## config.mk

```make
export PLATFORM = sky130hd
export DESIGN_NAME = pulse_train_gen
export DESIGN_NICKNAME = d
export VERILOG_FILES = /design/src/rtl/pulse_train_gen.sv
export SDC_FILE = /design/constraint.sdc
export NUM_CORES = 1
export LEC_CHECK = 0
export CELL_PAD_IN_SITES_DETAIL_PLACEMENT = 0
export CELL_PAD_IN_SITES_GLOBAL_PLACEMENT = 2
export CORE_MARGIN = 1
export CORE_UTILIZATION = 30
export DETAILED_ROUTE_END_ITERATION = 8
export PLACE_DENSITY_LB_ADDON = 0.1
export SETUP_SLACK_MARGIN = 0.1
export SYNTH_ARGS = -nofsm -noshare
export SYNTH_HDL_FRONTEND = slang
export SYNTH_SLANG_ARGS = --single-unit
```

## constraint.sdc

```tcl
create_clock -name clk -period 4.84 [get_ports clk]
set_input_delay 0.484 -clock clk [delete_from_list [all_inputs] [get_ports clk]]
set_output_delay 0.484 -clock clk [all_outputs]
set_load 0.1 [all_outputs]
```

## src/rtl/pulse_train_gen.sv

```systemverilog
// pulse_train_gen: programmable period/high-time pulse train with continuous, burst and single-shot modes.
module pulse_train_gen #(
    parameter int   CNT_W      = 16,
    parameter int   NUM_W      = 16,
    parameter logic IDLE_LEVEL = 1'b0
) (
    input  logic             clk,
    input  logic             rst,
    input  logic             start,
    input  logic             stop,
    input  logic [1:0]       mode,
    input  logic [CNT_W-1:0] period,
    input  logic [CNT_W-1:0] high_time,
    input  logic [NUM_W-1:0] num_pulses,
    output logic             pulse_out,
    output logic             busy,
    output logic             done,
    output logic [NUM_W-1:0] pulse_idx,
    output logic             cfg_err
);
    typedef enum logic {IDLE, RUN} state_t;

    state_t           state_q;
    logic [CNT_W-1:0] period_q, high_q, ph_q;
    logic [NUM_W-1:0] count_q, idx_q;
    logic             counted_q, stop_q, pulse_q, busy_q, done_q, cfg_err_q;
    logic             cfg_bad, wrap, finish;
    logic [CNT_W-1:0] ph_d;
    logic [NUM_W-1:0] idx_d;

    always_comb begin
        cfg_bad = period < CNT_W'(2) || high_time == '0 || high_time >= period ||
                  mode == 2'd3 || (mode == 2'd1 && num_pulses == '0);
        wrap    = ph_q == period_q - CNT_W'(1);
        ph_d    = wrap ? '0 : ph_q + CNT_W'(1);
        idx_d   = idx_q + NUM_W'(1);
        // a stop seen on the wrap edge itself ends the train there, same as a pending one
        finish  = wrap && ((counted_q && idx_d == count_q) || stop_q || stop);
    end

    always_ff @(posedge clk) begin
        if (rst) begin
            state_q   <= IDLE;
            period_q  <= '0;
            high_q    <= '0;
            ph_q      <= '0;
            count_q   <= '0;
            idx_q     <= '0;
            counted_q <= 1'b0;
            stop_q    <= 1'b0;
            pulse_q   <= IDLE_LEVEL;
            busy_q    <= 1'b0;
            done_q    <= 1'b0;
            cfg_err_q <= 1'b0;
        end else begin
            done_q    <= 1'b0;
            cfg_err_q <= 1'b0;
            if (state_q == IDLE) begin
                if (start && !stop) begin
                    if (cfg_bad) begin
                        cfg_err_q <= 1'b1;
                    end else begin
                        state_q   <= RUN;
                        period_q  <= period;
                        high_q    <= high_time;
                        counted_q <= mode != 2'd0;
                        count_q   <= mode == 2'd1 ? num_pulses : NUM_W'(1);
                        ph_q      <= '0;
                        idx_q     <= '0;
                        stop_q    <= 1'b0;
                        busy_q    <= 1'b1;
                        pulse_q   <= ~IDLE_LEVEL;
                    end
                end
            end else begin
                ph_q <= ph_d;
                if (stop) stop_q <= 1'b1;
                if (wrap) idx_q <= idx_d;
                if (finish) begin
                    state_q <= IDLE;
                    ph_q    <= '0;
                    stop_q  <= 1'b0;
                    busy_q  <= 1'b0;
                    done_q  <= 1'b1;
                    pulse_q <= IDLE_LEVEL;
                end else begin
                    pulse_q <= ph_d < high_q ? ~IDLE_LEVEL : IDLE_LEVEL;
                end
            end
        end
    end

    assign pulse_out = pulse_q;
    assign busy      = busy_q;
    assign done      = done_q;
    assign pulse_idx = idx_q;
    assign cfg_err   = cfg_err_q;
endmodule

```

==> flow_metrics.env, run 1 <==
export IMPL_synth_area_per_cell_um2=8.36
export IMPL_crit_type="reg -> reg"
export IMPL_cts_tree="built"
export IMPL_finalCritPeriodShare_pct=88.9
export IMPL_drv_cap=0
export IMPL_ys_flop_type="dfxtp_1"
export IMPL_ant_nets=0
export IMPL_synthTopCellsByArea="dfxtp_1 32%, ha_1 7.8%, a22o_1 5.6%"
export IMPL_cts_root_buf="clkbuf_16"
export IMPL_rows=49
export IMPL_netlist_area_um2=5480
export IMPL_place_gp_congestion=0.895
export IMPL_insertion_delay_ns=0.35
export IMPL_dr_first_iter_drc_count=250
export IMPL_grt_overflow=0
export IMPL_grt_pass1_wl_mm=28.6
export IMPL_clk_path_buf_depth=2
export IMPL_finalPower_uw=1720
export IMPL_layout_setup_ws_ns=0.535
export IMPL_worstPathArrival_ns=4.58
export IMPL_synth_area_mux_share_pct=5.29
export IMPL_start_kind="flip-flop"
export IMPL_grt_antenna_before_repair=0
export IMPL_synth_top_cell_by_area="dfxtp_1"
export IMPL_min_period_ns=4.30
export IMPL_final_cells=948
export IMPL_die_y_um=137
export IMPL_yosysMostFrequentCell="dfxtp_1"
export IMPL_rsz0062_at_grt="no"
export IMPL_synth_top_area_share_pct=31.8
export IMPL_post_cts_buffers=0
export IMPL_grt_usage_pct=20.4
export IMPL_ys_seq_area_share_pct=31.8
export IMPL_synth_common_cells="87 x dfxtp_1, 60 x nor2_1, 43 x inv_1, 35 x a22o_1, 34 x ha_1"
export IMPL_totalWireLength_mm=18.2
export IMPL_power_leakage_uw=0.00255
export IMPL_htreeDepth=3
export IMPL_dr_pass1_iters=4
export IMPL_clk_pin_slew_ns=0.07
export IMPL_dpl_cell_count=932
export IMPL_synth_edf_count=0
export IMPL_core_area_um2=18000
export IMPL_grt_pass1_vias=4791
export IMPL_synth_seq_cells=87
export IMPL_max_slew_margin_pct=34.7
export IMPL_status="finished, final reports clean"
export IMPL_async_reset_ff_share_pct=0
export IMPL_fin_skew_ns=0.00972
export IMPL_grt_start_max_net_pins=33
export IMPL_synth_compound_area_share_pct=19.7
export IMPL_drc=0
export IMPL_postCtsHoldBufs=0
export IMPL_hold_path_class="reg -> reg"
export IMPL_die_area_um2=18800
export IMPL_crit_path_max_fanout=21
export IMPL_synth_cells=656
export IMPL_start_util_pct=30.5
export IMPL_cts_resized=0
export IMPL_hold_violations=0
export IMPL_peakVddDrop_uv=159
export IMPL_pre_cts_slack_ns=0.574
export IMPL_via_count=5054
export IMPL_clock_sinks=87
export IMPL_post_drt_wl_per_cell_um=19.2
export IMPL_synth_nets=744
export IMPL_io_pins=74
export IMPL_setup_tns_ns=0
export IMPL_hpwlAfterDp_mm=14.4
export IMPL_powerDensity_nw_per_um2=255
export IMPL_required_ns=5.11
export IMPL_io_buffers=73
export IMPL_synth_fa_ha_area_share_pct=7.76
export IMPL_drv_slew=0
export IMPL_viasPerCell=5.33
export IMPL_synthXorXnorAreaFrac_pct=8.94
export IMPL_yosysUniqueCellTypes=58
export IMPL_synth_top_family_by_area="simple AND/OR/NAND/NOR gates"
export IMPL_cp_end_kind="flip-flop"
export IMPL_worstMarginPinSlew_ns=0.976
export IMPL_cts_buffers=9
export IMPL_yosys_warnings=0
export IMPL_die_w_um=137
export IMPL_setup_viol=0
export IMPL_diodes=0
export IMPL_fmax_mhz=232
export IMPL_drive_above_1_share_pct=5.01
export IMPL_area_delta_synth_final_pct=22.6
export IMPL_synthSimpleGateAreaFrac_pct=20.8
export IMPL_nets=802
## power by group
part	switching [µW]	internal, µW	total, µW
sequential	20.9	732	753
combinational	164	132	296
clock	315	351	666
## cell type report
class	count	area (µm²)
Sequential cell	87	1740
Clock inverter	6	43.8
Multi-Input combinational cell	489	3450
Tap cell	229	287
Fill cell	1872	11200
Clock buffer	10	229
Timing Repair Buffer	84	813
Inverter	43	161
## worst paths after layout
path,start,endpoint,slack [ns],cells past startpoint
setup / recovery,period_q[0],pulse_out,0.54,20
hold / removal,counted_q,counted_q,0.44,2
setup reg to reg,period_q[0],pulse_out,0.54,20
hold reg to reg,counted_q,counted_q,0.44,2
## cell usage in the layout, fill, tap and decap left out, types with 28 or more instances in the layout
master           count
nor2_1              60
xnor2_1             33
ha_1                34
mux2i_1             29
a22o_1              35
inv_1               43
dfxtp_1             87
clkdlybuf4s50_1     73
nand2_1             33
o21ai_0             28
## per-stage QoR
stage | util, % | cell area [µm²] | hold WS (ns)
after floorplan | - | 5480 | 0.407
after global placement | 35.9 | 6450 | 0.424
final | 37.4 | 6720 | 0.440
after detailed placement | 35.9 | 6450 | 0.431
after global routing | 37.4 | 6720 | 0.452
after CTS | 37.4 | 6720 | 0.446
## registers in the layout (all words and copies together) (netlist names)
signal	count
ph_q	16
busy	1
count_q	16
pulse_out	1
period_q	16
counted_q	1
state_q	1
stop_q	1
pulse_idx	16
high_q	16
cfg_err	1
done	1
## critical path, cell delays in order (launching register included)
cell and delay (ns):
dfxtp_1 0.38, inv_1 0.08, ha_1 0.25, or3b_2 0.52
xnor2_1 0.16, o31ai_1 0.24, a221o_1 0.21, nand4_1 0.13
nor3_2 0.13, buf_4 0.23, buf_4 0.28, nor2_1 0.10
ha_1 0.19, a21o_1 0.17, a21o_1 0.16, a21oi_1 0.13
o21ai_0 0.11, a21o_1 0.19, a221oi_1 0.27, o21ai_0 0.13
o22ai_1 0.17
## routing by layer
layer | GRT usage [%] | wire [µm]
met1 | 32.1 | 10000
met2 | 28.3 | 7320
met3 | 2.72 | 585
met4 | 5.74 | 238
met5 | 0 | 0
## cells by family after synthesis
logic type / count (synthesis)
and+or+nand+nor: 217
buffers and inverters: 80
AOI/OAI and AO/OA: 153
muxes: 29
adders and majority gates: 34
xor gates and xnor gates: 56
DFF: 87
Note: power is estimated with default switching activity, not from simulation.
==> run 2: changes to the inputs <==
--- a/config.mk
+++ b/config.mk
@@ -10,8 +10,9 @@
 export CORE_MARGIN = 1
 export CORE_UTILIZATION = 30
 export DETAILED_ROUTE_END_ITERATION = 8
-export PLACE_DENSITY_LB_ADDON = 0.1
+export PLACE_DENSITY = 0.85
 export SETUP_SLACK_MARGIN = 0.1
+export SLEW_MARGIN = 25
 export SYNTH_ARGS = -nofsm -noshare
 export SYNTH_HDL_FRONTEND = slang
 export SYNTH_SLANG_ARGS = --single-unit
==> flow_metrics.env, run 2 (synthesized netlist as in run 1, its figures left out) <==
export IMPL_cts_resized=0
export IMPL_dr_first_iter_drc_count=280
export IMPL_grt_overflow=0
export IMPL_die_y_um=137
export IMPL_power_leakage_uw=0.00253
export IMPL_cts_root_buf="clkbuf_16"
export IMPL_rows=49
export IMPL_max_slew_margin_pct=33.8
export IMPL_io_buffers=73
export IMPL_core_area_um2=18000
export IMPL_n_fill_cell=1854
export IMPL_htreeDepth=3
export IMPL_mostFrequentLayoutCells="87 x dfxtp_1, 73 x clkdlybuf4s50_1, 60 x nor2_1"
export IMPL_rr_worst_depth=19
export IMPL_viasPerCell=5.38
export IMPL_cp_end_kind="flip-flop"
export IMPL_final_cells=944
export IMPL_required_ns=5.07
export IMPL_fmax_mhz=233
export IMPL_die_area_um2=18800
export IMPL_start_kind="flip-flop"
export IMPL_place_gp_congestion=0.871
export IMPL_layout_setup_ws_ns=0.547
export IMPL_dr_pass1_iters=5
export IMPL_clock_sinks=87
export IMPL_diodes=0
export IMPL_area_delta_synth_final_pct=22.4
export IMPL_grt_antenna_before_repair=0
export IMPL_grt_usage_pct=18.3
export IMPL_multi_input_area_um2=3450
export IMPL_grt_pass1_wl_mm=26.2
export IMPL_drc=0
export IMPL_postCtsHoldBufs=0
export IMPL_holdPathStages=2
export IMPL_cts_tree="built"
export IMPL_grt_busiest_layer="met2"
export IMPL_fin_skew_ns=0.0115
export IMPL_setup_tns_ns=0
export IMPL_die_w_um=137
export IMPL_met2_usage_pct=28.6
export IMPL_pre_cts_slack_ns=0.567
export IMPL_status="finished, final reports clean"
export IMPL_worstMarginPinSlew_ns=0.990
export IMPL_clk_path_buf_depth=2
export IMPL_grtUsageMet3_pct=2.43
export IMPL_via_count=5083
export IMPL_start_util_pct=30.5
export IMPL_grt_start_max_net_pins=37
export IMPL_hold_violations=0
export IMPL_drv_cap=0
export IMPL_rsz0062_at_grt="no"
export IMPL_worstPathArrival_ns=4.53
export IMPL_clk_pin_slew_ns=0.07
export IMPL_finalCritPeriodShare_pct=88.7
export IMPL_ant_nets=0
export IMPL_io_pins=74
export IMPL_powerDensity_nw_per_um2=252
export IMPL_setup_viol=0
export IMPL_dpl_cell_count=929
export IMPL_post_cts_buffers=0
export IMPL_crit_type="reg -> reg"
export IMPL_post_drt_wl_per_cell_um=17.5
export IMPL_fin_area_um2=6710
export IMPL_drive_above_1_share_pct=4.62
export IMPL_hold_path_class="reg -> reg"
export IMPL_regArea_um2=1740
export IMPL_grt_pass1_vias=4898
export IMPL_insertion_delay_ns=0.36
export IMPL_nets=799
export IMPL_placed_cell_area_um2=6440
export IMPL_drv_slew=0
export IMPL_final_common_cell="dfxtp_1"
export IMPL_hpwlAfterDp_mm=12.9
export IMPL_fin_util_pct=37.4
export IMPL_grtUsageMet1_pct=25.3
export IMPL_crit_path_max_fanout=35
export IMPL_peakVddDrop_uv=166
export IMPL_cts_buffers=9
export IMPL_min_period_ns=4.29
export IMPL_totalWireLength_mm=16.5
## run 2: changes by cell type in the layout (fill, tap and decap cells not counted)
cell,before,now
clkinvlp_4,1,3
clkbuf_1,1,0
clkinv_4,1,0
clkinv_2,2,1
buf_4,11,7
buf_12,0,1
## run 2: path summary, 6_finish.rpt
check / from / end / slack [ns]
worst max-delay path: period_q[0] / pulse_out / 0.55
worst min-delay path: counted_q / counted_q / 0.45
worst max register to register: period_q[0] / pulse_out / 0.55
worst min register to register: counted_q / counted_q / 0.45
## run 2: layer usage
layer | vias up | wire (µm) | share of wire [%]
li1 | 2514 | - | -
met1 | 2426 | 7970 | 48
met2 | 121 | 7400 | 45
met3 | 22 | 815 | 4.9
met4 | 0 | 330 | 2.0
met5 | - | 0 | 0
## run 2: report_power, final
| group | switching (µW) | leakage, µW | internal, µW |
|---|---|---|---|
| Clock | 303 | 0.000124 | 347 |
| Sequential | 21.2 | 0.000703 | 733 |
| Combinational | 158 | 0.00170 | 131 |
## run 2: area by class of cell
type | count | share of cell area [%]
clock buffer | 9 | 3.36
clock inverter | 6 | 0.671
inverter | 43 | 2.41
multi-input combinational | 489 | 51.4
sequential | 87 | 26.0
tap | 229 | 4.27
timing repair buffer | 81 | 12.0
## run 2: through the flow
step | power [µW] | hold WS, ns
floorplan | 942 | 0.407
global placement | 1050 | 0.419
detailed placement | 1060 | 0.442
CTS | 1710 | 0.452
global route | 1770 | 0.466
finish | 1690 | 0.451
## run 2: critical path: stages, from the launching register on
cell and delay [ns]:
dfxtp_1 0.46, inv_1 0.07, ha_1 0.25, nor3b_2 0.22
or3_1 0.33, a32o_1 0.24, a31oi_1 0.22, nand4_1 0.17
nor3_2 0.23, buf_12 0.23, nor2_1 0.10, ha_1 0.28
o21a_1 0.11, o21a_1 0.10, o21a_1 0.10, o21ai_0 0.07
a2111oi_0 0.56, nand4b_1 0.15, o21ai_0 0.18, o22ai_1 0.10
==> run 3: changes to the inputs <==
==> constraint.sdc (replaced) <==
create_clock -name clk -period 5.4 [get_ports clk]
set_input_delay 0.54 -clock clk [delete_from_list [all_inputs] [get_ports clk]]
set_output_delay 0.54 -clock clk [all_outputs]
set_load 0.1 [all_outputs]
==> flow_metrics.env, run 3 (synthesized netlist as in run 1, its figures left out) <==
export IMPL_layout_setup_ws_ns=1.02
export IMPL_fmax_mhz=228
export IMPL_worstPathArrival_ns=4.60
export IMPL_nets=798
export IMPL_start_kind="flip-flop"
export IMPL_setup_tns_ns=0
export IMPL_switching_share_pct=27.4
export IMPL_dr_pass1_iters=5
export IMPL_hold_path_class="reg -> reg"
export IMPL_cts_resized=0
export IMPL_insertion_delay_ns=0.35
export IMPL_io_buffers=73
export IMPL_p_int_uw=1140
export IMPL_grt_start_max_net_pins=37
export IMPL_critical_path_cell_chain="inv_1, ha_1, nor3b_2, or3_1, a32o_1, a31oi_1, nand4_1, nor3_2, buf_4, nor2_1, ha_1, o21a_1, o21a_1, o21a_1, o21ai_0, a2111oi_0, nand4b_1, o21ai_0, o22ai_1"
export IMPL_crit_start="period_q[0]"
export IMPL_max_slew_margin_pct=34.2
export IMPL_drv_cap=0
export IMPL_hpwlAfterDp_mm=12.8
export IMPL_drc=0
export IMPL_r2r_end="pulse_out"
export IMPL_slowest_stage="a2111oi_0"
export IMPL_place_gp_congestion=0.870
export IMPL_start_util_pct=30.5
export IMPL_setup_viol=0
export IMPL_grt_pass1_wl_mm=26.0
export IMPL_endpoint="pulse_out"
export IMPL_fin_skew_ns=0.0101
export IMPL_die_w_um=137
export IMPL_crit_path_max_fanout=35
export IMPL_required_ns=5.62
export IMPL_drv_slew=0
export IMPL_core_area_um2=18000
export IMPL_status="finished, final reports clean"
export IMPL_clk_path_buf_depth=2
export IMPL_hold_violations=0
export IMPL_cts_root_buf="clkbuf_16"
export IMPL_rr_worst_depth=19
export IMPL_rows=49
export IMPL_grt_antenna_before_repair=0
export IMPL_area_delta_synth_final_pct=22.5
export IMPL_final_common_cell="dfxtp_1"
export IMPL_p_clk_share_pct=40.5
export IMPL_powerDensity_nw_per_um2=233
export IMPL_via_count=5022
export IMPL_p_switching_uw=429
export IMPL_finalCritPeriodShare_pct=81.1
export IMPL_holdPathStages=2
export IMPL_grt_overflow=0
export IMPL_mostFrequentLayoutCells="87 x dfxtp_1, 73 x clkdlybuf4s50_1, 60 x nor2_1"
export IMPL_placed_cell_area_um2=6420
export IMPL_min_period_ns=4.38
export IMPL_r2r_slack_ns=1.02
export IMPL_clk_pin_slew_ns=0.07
export IMPL_post_drt_wl_per_cell_um=17.3
export IMPL_drive_above_1_share_pct=4.48
export IMPL_post_cts_buffers=0
export IMPL_cts_buffers=9
export IMPL_clock_sinks=87
export IMPL_postCtsHoldBufs=0
export IMPL_totalWireLength_mm=16.3
export IMPL_pre_cts_slack_ns=1.05
export IMPL_io_pins=74
export IMPL_fin_util_pct=37.4
export IMPL_peakVddDrop_uv=170
export IMPL_cts_tree="built"
export IMPL_diodes=0
export IMPL_die_y_um=137
export IMPL_viasPerCell=5.32
export IMPL_critical_path_max_stage_delay_ns=0.54
export IMPL_grt_usage_pct=18.1
export IMPL_pwr_share_comb_pct=16.4
export IMPL_die_area_um2=18800
export IMPL_worstMarginPinSlew_ns=0.984
export IMPL_fin_area_um2=6720
export IMPL_crit_type="reg -> reg"
export IMPL_grt_pass1_vias=4767
export IMPL_dr_first_iter_drc_count=379
export IMPL_reg2reg_from="period_q[0]"
export IMPL_ant_nets=0
export IMPL_rsz0062_at_grt="no"
export IMPL_crit_top_cell="o21a_1"
export IMPL_pwr_share_seq_pct=43.2
export IMPL_n_fill_cell=1830
export IMPL_power_leakage_uw=0.00254
export IMPL_htreeDepth=3
export IMPL_cp_end_kind="flip-flop"
export IMPL_finalPower_uw=1560
## run 3: layer usage
metal	vias up	global-route usage, %	part of all wire [%]
met2	86	28.3	45
met5	-	0	0
li1	2516	-	-
met4	0	4.52	0.99
met3	10	2.83	3.4
met1	2410	25.7	51
## run 3: worst min path at each step
stage	startpoint	end	slack, ns
after floorplan	counted_q	counted_q	0.41
after global placement	counted_q	counted_q	0.42
after detailed placement	counted_q	counted_q	0.43
after CTS	counted_q	counted_q	0.44
after global routing	counted_q	counted_q	0.49
final	counted_q	counted_q	0.44
## run 3: cell type report
class                   count  area [µm²]  share of cell area [%]
multi-input cells         489        3450                    51.3
flip-flops and latches     87        1740                    25.9
repair buffers             80         783                    11.7
well taps                 229         287                    4.26
clock buffers              10         229                    3.41
inverters                  43         161                    2.40
clock inverters             6        70.1                    1.04
## run 3: power groups by stage
stage	registers [µW]	logic [µW]	clock network [µW]
final	675	256	633
after global routing	677	282	667
after CTS	675	257	650
after detailed placement	690	256	0
after global placement	689	252	0
after floorplan	690	154	0
## run 3: through the flow
step / hold slack [ns] / instances
after global routing: 0.490 / 944
after floorplan: 0.407 / 656
after CTS: 0.439 / 944
after detailed placement: 0.427 / 928
final: 0.436 / 944
after global placement: 0.420 / 928
## run 3: critical path: cells and delay by family, from the launching register on
kind            cells  cell delay, ns
flops               1            0.46
compound gates      9            1.64
fa+ha+maj           2            0.55
buf+inv             2            0.45
simple gates        6            1.13
==> RTL change, RTL diff (settings of run 1) <==
Change the parameter `IDLE_LEVEL` from 1'b0 to 1'b1.
--- a/src/rtl/pulse_train_gen.sv
+++ b/src/rtl/pulse_train_gen.sv
@@ -4,3 +4,3 @@
     parameter int   NUM_W      = 16,
-    parameter logic IDLE_LEVEL = 1'b0
+    parameter logic IDLE_LEVEL = 1'b1
 ) (
Behaviour: not the same (Yosys sat finds a counterexample within 4 cycles, from zero or initial values and one cycle with rst high).
==> RTL change against run 1 <==
Power increased by 3.5%; count of clock-buffer cells in the layout decreased by 1; final cell count up 7.1%; sequential cell count did not move; sequential share of layout area shrank 0.11 points; design area rose by 0.41%; wire length down 1.6%; setup slack got worse by 0.070 ns; synthesized area up 0.39%; core utilization increased by 0.15 points; clock skew up 0.00073 ns; combinational power is 6% lower; maximum frequency down 1.6%.
==> RTL change: results <==
{
  "status": "finished clean",
  "postCtsSetupBuffers": 0,
  "min_path_type": "register to register",
  "synthFlopType": "dfxtp_1",
  "grt_usage_pct": 19.8,
  "final_net_count": 869,
  "gp_congestion": 0.828,
  "yosysUniqueCellTypes": 55,
  "crit_family": "simple AND/OR/NAND/NOR gates",
  "wl_met1_um": 9910,
  "grt_max_degree": 60,
  "clk_pin_slew_ns": 0.07,
  "yosys-top-cells-area": "dfxtp_1 32%, ha_1 7.7%, nand2_1 7.2%",
  "wl_met3_um": 507,
  "wl_met2_um": 7260,
  "vias_per_cell": 5.20,
  "p_leak_nw": 2.51,
  "cp.arrival_ns": 4.66,
  "cts_buffers": 9,
  "dp.cells": 999,
  "highest_layer": "met4",
  "yosys-top-cells-count": "106 x nand2_1, 87 x dfxtp_1, 74 x a21oi_1",
  "grt_pass1_vias": 4865,
  "vdd_ir_drop_max_v": 0.000155,
  "cp_max_fo": 17,
  "yosysWarnings": 0,
  "cp_slowest_stage_delay_ns": 0.63,
  "synth.avg_cell_area_um2": 7.57,
  "grt_pass1_wl_um": 27700,
  "root_buffer": "clkbuf_16",
  "routed_wl_um": 17900,
  "async_reset_ff_share_pct": 0,
  "detailedRoute.firstIterationViolations": 302,
  "dp_slack_ns": 0.448,
  "post_cts_resized": 0,
  "drive_above_1_share_pct": 4.83,
  "vias": 5282,
  "n_antenna_cell": 0,
  "yosysSeqAreaShare_pct": 31.6,
  "p_int_mw": 1.26,
  "antenna_found_initial": 0,
  "cp_slowest_cell": "and4b_1",
  "place_hpwl_um": 14200,
  "finClkSkew_ns": 0.0104,
  "relSlewSlack_pct": 34.1,
  "port_buffers": 73,
  "htree_levels": 3,
  "synth_fp_nets": 815,
  "placed_area_um2": 6430,
  "cts_buffer_depth": 2,
  "tns_ns": 0
}
-- RTL change: cell count changes after synthesis, moves of 9 or more --
cell and delta:
a21oi_1 +56, a31oi_1 -11, nor2_1 -9, nand2_1 +73, mux2i_1 -29, a22o_1 -28
nand3_1 +15
-- RTL change: cell type report --
| class | instances | area (um2) |
|---|---|---|
| fill | 1878 | 11200 |
| multi-input combinational | 562 | 3450 |
| sequential | 87 | 1740 |
| timing repair buffer | 82 | 806 |
| tap | 229 | 287 |
| clock buffer | 9 | 225 |
| inverter | 39 | 146 |
| clock inverter | 7 | 91.3 |
-- RTL change: logic make-up (layout without fill, tap and decap cells) --
kind of cell               Yosys count  after routing  share of synthesized area [%]
and+or+nand+nor                    309            309                           28.0
AOI/OAI and AO/OA                  168            168                           18.8
DFF                                 87             87                           31.6
buffers and inverters               78            137                           5.75
xor gates and xnor gates            51             51                           8.11
adders and majority gates           34             34                           7.73
-- RTL change: routing by layer --
| metal | vias up | GRT usage, % |
|---|---|---|
| li1 | 2685 | - |
| met1 | 2483 | 30.9 |
| met2 | 101 | 27.5 |
| met3 | 13 | 2.87 |
| met4 | 0 | 4.95 |
| met5 | - | 0 |
-- RTL change: path summary, 6_finish.rpt --
check,from,endpoint,slack [ns],cells past startpoint
worst max register to register,period_q[0],pulse_out,0.46,15
worst min register to register,high_q[5],high_q[5],0.46,2
worst max-delay path,period_q[0],pulse_out,0.46,15
worst min-delay path,high_q[5],high_q[5],0.46,2
-- RTL change: power groups by stage --
stage | Clock [mW] | Combinational [mW] | Sequential [mW]
2_1_floorplan | 0 | 0.153 | 0.780
3_5_place_dp | 0 | 0.278 | 0.772
4_1_cts | 0.762 | 0.279 | 0.755
3_3_place_gp | 0 | 0.275 | 0.771
5_1_grt | 0.792 | 0.308 | 0.758
6_report | 0.742 | 0.279 | 0.755
